`config.mk`:
```
export PLATFORM = sky130hd
export DESIGN_NAME = narnet_sequencer
export DESIGN_NICKNAME = d
export VERILOG_FILES = /design/src/rtl/narnet_sequencer.sv
export SDC_FILE = /design/constraint.sdc
export NUM_CORES = 1
export LEC_CHECK = 0
export ABC_AREA = 1
export BUFFER_PORTS_ARGS = -buffer_cell sky130_fd_sc_hd__buf_2
export CORE_ASPECT_RATIO = 1.1
export CORE_MARGIN = 2
export CORE_UTILIZATION = 59
export CTS_CLUSTER_DIAMETER = 80
export DETAILED_ROUTE_END_ITERATION = 10
export GPL_TIMING_DRIVEN = 0
export HOLD_SLACK_MARGIN = 0.05
export PLACE_DENSITY = 0.85
export SLEW_MARGIN = 10
export SYNTH_ARGS = -nofsm -noshare
export SYNTH_HDL_FRONTEND = slang
export SYNTH_SLANG_ARGS = --single-unit
```
`constraint.sdc`:
```
create_clock -name clk -period 2.6 [get_ports clk]
set_input_delay 0.52 -clock clk [delete_from_list [all_inputs] [get_ports clk]]
set_output_delay 0.52 -clock clk [all_outputs]
set_load 0.03 [all_outputs]
```
`src/rtl/narnet_sequencer.sv`:
```
// Job scheduler for the NARNet inference core: seed warm-up from an upstream stream,
// then closed-loop prediction with each accepted output fed back, under a core watchdog.
module narnet_sequencer #(
  parameter int N           = 10,
  parameter int TIMEOUT_CYC = 255,
  parameter int NN_RST_CYC  = 2
) (
  input  logic         clk,
  input  logic         rst_n,
  input  logic         start,
  input  logic [4:0]   warmup_len,
  input  logic [7:0]   horizon,
  input  logic         s_valid,
  input  logic [N-1:0] s_data,
  output logic         s_ready,
  output logic         nn_enable,
  output logic         nn_rst,
  output logic [N-1:0] nn_x,
  output logic         nn_x_ready,
  input  logic [N-1:0] nn_y,
  input  logic         nn_out_ready,
  output logic         p_valid,
  output logic [N-1:0] p_data,
  output logic         p_last,
  input  logic         p_ready,
  output logic         busy,
  output logic         done,
  output logic         err_timeout
);

  // state | meaning
  // IDLE  | waiting for start, core held in reset
  // NNRST | core enabled, reset held for NN_RST_CYC cycles
  // SEED  | accept one seed sample from the upstream stream
  // ISSUE | present nn_x to the core (one-cycle nn_x_ready)
  // WAIT  | wait for nn_out_ready under the watchdog
  // EMIT  | prediction held on p_* until accepted
  // DONE  | one-cycle done pulse
  // ERR   | watchdog expired, core back to reset
  typedef enum logic [2:0] {
    S_IDLE, S_NNRST, S_SEED, S_ISSUE, S_WAIT, S_EMIT, S_DONE, S_ERR
  } state_t;

  // The ISSUE cycle is the first watchdog cycle, so the error lands
  // TIMEOUT_CYC cycles after the nn_x_ready pulse.
  localparam logic [7:0] WD_LOAD  = 8'(TIMEOUT_CYC - 1);
  localparam logic [1:0] RST_LOAD = 2'(NN_RST_CYC - 1);

  state_t         state_q, state_d;
  logic [4:0]     wl_q, wl_d, seed_cnt_q, seed_cnt_d;
  logic [7:0]     hz_q, hz_d, emitted_q, emitted_d, wd_q, wd_d;
  logic [1:0]     rst_cnt_q, rst_cnt_d;
  logic [N-1:0]   nn_x_q, nn_x_d, p_data_q, p_data_d;
  logic           p_valid_q, p_valid_d, p_last_q, p_last_d, err_q, err_d;
  logic           last_pred;

  assign last_pred   = ({1'b0, emitted_q} + 9'd1) == {1'b0, hz_q};
  assign nn_x        = nn_x_q;
  assign p_data      = p_data_q;
  assign p_valid     = p_valid_q;
  assign p_last      = p_last_q;
  assign err_timeout = err_q;

  always_comb begin
    state_d    = state_q;
    wl_d       = wl_q;
    hz_d       = hz_q;
    seed_cnt_d = seed_cnt_q;
    emitted_d  = emitted_q;
    wd_d       = wd_q;
    rst_cnt_d  = rst_cnt_q;
    nn_x_d     = nn_x_q;
    p_data_d   = p_data_q;
    p_valid_d  = p_valid_q;
    p_last_d   = p_last_q;
    err_d      = err_q;
    s_ready    = 1'b0;
    nn_x_ready = 1'b0;
    nn_enable  = 1'b0;
    nn_rst     = 1'b0;
    busy       = 1'b0;
    done       = 1'b0;
    case (state_q)
      S_IDLE: begin
        nn_rst = 1'b1;
        if (start) begin
          wl_d       = (warmup_len == 5'd0) ? 5'd1 : warmup_len;
          hz_d       = horizon;
          err_d      = 1'b0;
          seed_cnt_d = 5'd0;
          emitted_d  = 8'd0;
          rst_cnt_d  = RST_LOAD;
          state_d    = S_NNRST;
        end
      end
      S_NNRST: begin
        nn_enable = 1'b1;
        nn_rst    = 1'b1;
        busy      = 1'b1;
        if (rst_cnt_q == 2'd0) state_d = S_SEED;
        else                   rst_cnt_d = rst_cnt_q - 2'd1;
      end
      S_SEED: begin
        nn_enable = 1'b1;
        busy      = 1'b1;
        s_ready   = 1'b1;
        if (s_valid) begin
          nn_x_d     = s_data;
          seed_cnt_d = seed_cnt_q + 5'd1;
          state_d    = S_ISSUE;
        end
      end
      S_ISSUE: begin
        nn_enable  = 1'b1;
        busy       = 1'b1;
        nn_x_ready = 1'b1;
        wd_d       = WD_LOAD;
        state_d    = S_WAIT;
      end
      S_WAIT: begin
        nn_enable = 1'b1;
        busy      = 1'b1;
        // A result on the terminal cycle takes priority over the timeout.
        if (nn_out_ready) begin
          if (seed_cnt_q < wl_q) begin
            state_d = S_SEED;
          end else if (hz_q == 8'd0) begin
            state_d = S_DONE;
          end else begin
            p_data_d  = nn_y;
            p_valid_d = 1'b1;
            p_last_d  = last_pred;
            state_d   = S_EMIT;
          end
        end else if (wd_q <= 8'd1) begin
          err_d   = 1'b1;
          state_d = S_ERR;
        end else begin
          wd_d = wd_q - 8'd1;
        end
      end
      S_EMIT: begin
        nn_enable = 1'b1;
        busy      = 1'b1;
        if (p_ready) begin
          p_valid_d = 1'b0;
          p_last_d  = 1'b0;
          emitted_d = emitted_q + 8'd1;
          if (p_last_q) begin
            state_d = S_DONE;
          end else begin
            nn_x_d  = p_data_q;
            state_d = S_ISSUE;
          end
        end
      end
      S_DONE: begin
        done    = 1'b1;
        state_d = S_IDLE;
      end
      S_ERR: begin
        nn_rst    = 1'b1;
        busy      = 1'b1;
        p_valid_d = 1'b0;
        p_last_d  = 1'b0;
        state_d   = S_IDLE;
      end
      default: state_d = S_IDLE;
    endcase
  end

  always_ff @(posedge clk) begin
    if (!rst_n) begin
      state_q    <= S_IDLE;
      wl_q       <= '0;
      hz_q       <= '0;
      seed_cnt_q <= '0;
      emitted_q  <= '0;
      wd_q       <= '0;
      rst_cnt_q  <= '0;
      nn_x_q     <= '0;
      p_data_q   <= '0;
      p_valid_q  <= 1'b0;
      p_last_q   <= 1'b0;
      err_q      <= 1'b0;
    end else begin
      state_q    <= state_d;
      wl_q       <= wl_d;
      hz_q       <= hz_d;
      seed_cnt_q <= seed_cnt_d;
      emitted_q  <= emitted_d;
      wd_q       <= wd_d;
      rst_cnt_q  <= rst_cnt_d;
      nn_x_q     <= nn_x_d;
      p_data_q   <= p_data_d;
      p_valid_q  <= p_valid_d;
      p_last_q   <= p_last_d;
      err_q      <= err_d;
    end
  end

endmodule
```
==> results.json <==
{
  "fillers": 420,
  "worstSetupStartpoint": "state_q[0]",
  "timing.final.setup_violations": 0,
  "tritoncts.num_buffers": 9,
  "mappedNetlistNets": 519,
  "post-synth-top-count-cell": "nand2_1",
  "post_synthesis_xor_xnor_area_fraction": 0.0192,
  "synth_seq_cells": 62,
  "power.total_uw": 3410,
  "post_synth_main_area_contributors": "dfxtp_1 39%, nand2_1 13%, a21oi_1 6.1%",
  "cts_setup_buffers": 0,
  "worst_setup_hold_path_clk_slew_ps": 60,
  "drtPass1Iterations": 5,
  "wire_per_inst_microns": 12.8,
  "finalNetCount": 597,
  "post_synth_num_cell_types": 36,
  "worstSetupEndpointType": "primary output",
  "insertedDiodeCount": 0,
  "synth_adder_area_share": 0.0353,
  "clock_tree.root_cell": "clkbuf_8",
  "maxSlewViolCount": 0,
  "critical_path.top_delay_family": "simple AND/OR/NAND/NOR gates",
  "final_period_minus_worst_setup_slack_ps": 2140,
  "fin_setup_tns_ps": 0,
  "startpoint_type": "register",
  "core-area_sq_mm": 0.00529,
  "cellLeakagePower_uw": 0.00181,
  "worst-endpoint-arrival_ps": 1620,
  "synth_top_cells_by_count": "112 x nand2_1, 62 x dfxtp_1, 50 x inv_1",
  "cp.depth": 3,
  "critical-path-slowest-cell": "nor3_1",
  "worst_min_path_class": "in -> reg",
  "setup_repair_after_global_routing_missed_its_margin": "false",
  "worst_slew_slack_as_a_fraction_of_its_limit": 0.622,
  "grt_pass1_wl_mm": 13.3,
  "dpl_worst_slack_ps": 741,
  "routed-via-count": 3325,
  "die_height_microns": 81.1,
  "critical_path.cell_chain": "inv_2 -> nor3_1 -> buf_2",
  "number_of_clock_sinks": 62,
  "postRouteAntennaNets": 0,
  "initialDrtViolationCount": 208,
  "final_hold_viol_count": 0,
  "mux_cell_area_share_after_synthesis": 0,
  "grt_start_max_net_pins": 11,
  "initial_antenna_violation_count": 0,
  "post_synth_instance_area_sq_mm": 0.00319,
  "dp_hpwl_mm": 5.77,
  "design.portCount": 68,
  "max_freq_mhz": 467,
  "synth-async-reset-ratio": 0,
  "cp_num_buf_inv": 2,
  "synth-simple-area-share": 0.279,
  "finalWirelength_mm": 8.08,
  "number_of_global_route_vias_before_repair": 3077,
  "routed_via_density": 5.29,
  "fin_skew_ps": 7.66,
  "rows": 28,
  "post_synthesis_cell_type_with_the_largest_combined_area": "dfxtp_1",
  "worst_hold_slack_ps": 393,
  "grt.overflow.total": 0,
  "numPortBuffers": 67,
  "worst_setup_path_category": "reg -> out",
  "outcome": "completed",
  "syn_avg_cell_area_sq_um": 6.76,
  "postLayoutSetupSlackWorst_ps": 459,
  "worst_pin_slew_ps": 563,
  "share_of_layout_cells_above_drive_strength_1": 0.197,
  "reg2reg_setup_slack_ps": 700,
  "synth_flop_cell": "dfxtp_1",
  "timing.rr.start": "wl_q[3]",
  "synth_cells": 471,
  "drv.max_cap_violation_count": 0,
  "routabilityCongestion": 0.931,
  "timing.critical_path.slowest_cell_delay_ps": 480,
  "sequential_cell_area_fraction_in_the_yosys_report": 0.390,
  "die_area_sq_mm": 0.00600,
  "chipWidth_microns": 74.1,
  "cts-hold-fix-buffers": 0,
  "synth_warnings": 0,
  "reg2reg_depth": 12,
  "min_period_over_period": 0.823,
  "drcViolationCount": 0,
  "critPathRequiredTime_ps": 2080,
  "areaGrowthSynthToFinish_pct": 19.8,
  "cts_max_path_buffers": 2,
  "combinational_family_with_the_most_area_after_synthesis": "simple AND/OR/NAND/NOR gates",
  "worst-path-max-fanout": 6,
  "post_cts_resize_count": 0,
  "synth_edf_count": 0,
  "ctsHtreeMaxLevel": 3,
  "starting_density": 0.602,
  "grtUsageTotal": 0.289,
  "r2r_end": "p_data[0]",
  "post-route-util": 0.721,
  "p_per_area_mw_per_mm2": 893,
  "worst_setup_path_endpoint": "nn_x_ready",
  "tritoncts": "done",
  "compound_gate_portion_of_the_synthesized_area": 0.185,
  "yosys.area.top_type_share": 0.390,
  "peakVddDrop_v": 0.000499,
  "clkLatencyLatePin_ps": 350
}
-- layer usage --
metal / global-route usage / share of wire / vias up
met4: 0.145 / 0.026 / 0
met2: 0.489 / 0.48 / 124
met3: 0.0633 / 0.072 / 24
li1: - / - / 1686
met1: 0.340 / 0.42 / 1491
met5: 0 / 0 / -
-- worst min path at each step --
stage	from	to	slack, ps	cells after the start
after global routing	nn_y[7]	p_data[7]	420	3
final	nn_y[3]	p_data[3]	390	3
after floorplan	rst_cnt_q[0]	rst_cnt_q[0]	430	1
after CTS	nn_y[3]	p_data[3]	390	3
after detailed placement	err_timeout	err_timeout	450	2
after global placement	err_timeout	err_timeout	440	2
-- worst reg2reg max path, stage by stage, from the launching register on --
cell and delay, ps:
dfxtp_1 320, inv_1 60, ha_1 270, nand2_1 60, nor2_1 100, nand2_1 50
nand3_1 110, nand2_1 110, nor2_1 260, inv_1 90, buf_2 190, nor2_1 110
nor2_1 50
-- power by group --
group | internal [uW] | switching (uW) | leakage [uW]
logic | 425 | 890 | 0.00120
registers | 1120 | 106 | 0.000504
clock network | 490 | 378 | 0.000106
total | 2030 | 1370 | 0.00181
-- area by class of cell --
type                       instances  area (sq um)  share of cell area
sequential                        62          1240               0.325
timing repair buffer              67           335              0.0879
inverter                          61           231              0.0607
clock inverter                     4          45.0              0.0118
buffer                            14          62.6              0.0164
clock buffer                      12           155              0.0407
tap                               75          93.8              0.0246
multi-input combinational        334          1650               0.433
-- flip-flops by register name, summed over array words and instances (netlist names) --
name         cells
emitted_q        8
err_timeout      1
hz_q             8
nn_x            10
p_data          10
p_last           1
p_valid          1
rst_cnt_q        2
seed_cnt_q       5
state_q          3
wd_q             8
wl_q             5
-- logic make-up (layout without fill, tap and decap cells) --
family                   after synthesis  count (layout)
AO/OA/AOI/OAI                        108             108
flip-flops                            62              62
AND/OR/NAND/NOR                      210             210
adder cells (fa/ha/maj)                9               9
buffers and inverters                 75             158
XOR/XNOR                               7               7
-- placed cells by master, fill, tap and decap left out, drive strengths merged, types with 2 or more instances in the layout --
master,n
nand3,27
ha,9
nor2,51
clkinv,6
xor2,4
clkbuf,19
buf,74
inv,58
nand4,2
nand2,116
nor3,9
o21bai,2
xnor2,3
a31oi,11
dfxtp,62
o21ai,51
a21oi,41
-- metrics by stage --
stage / instance area (sq um) / instances
2_1_floorplan: 3190 / 471
3_3_place_gp: 3610 / 613
3_5_place_dp: 3610 / 613
4_1_cts: 3810 / 629
5_1_grt: 3810 / 629
6_report: 3810 / 629
Power figures use the tool's default switching activity.
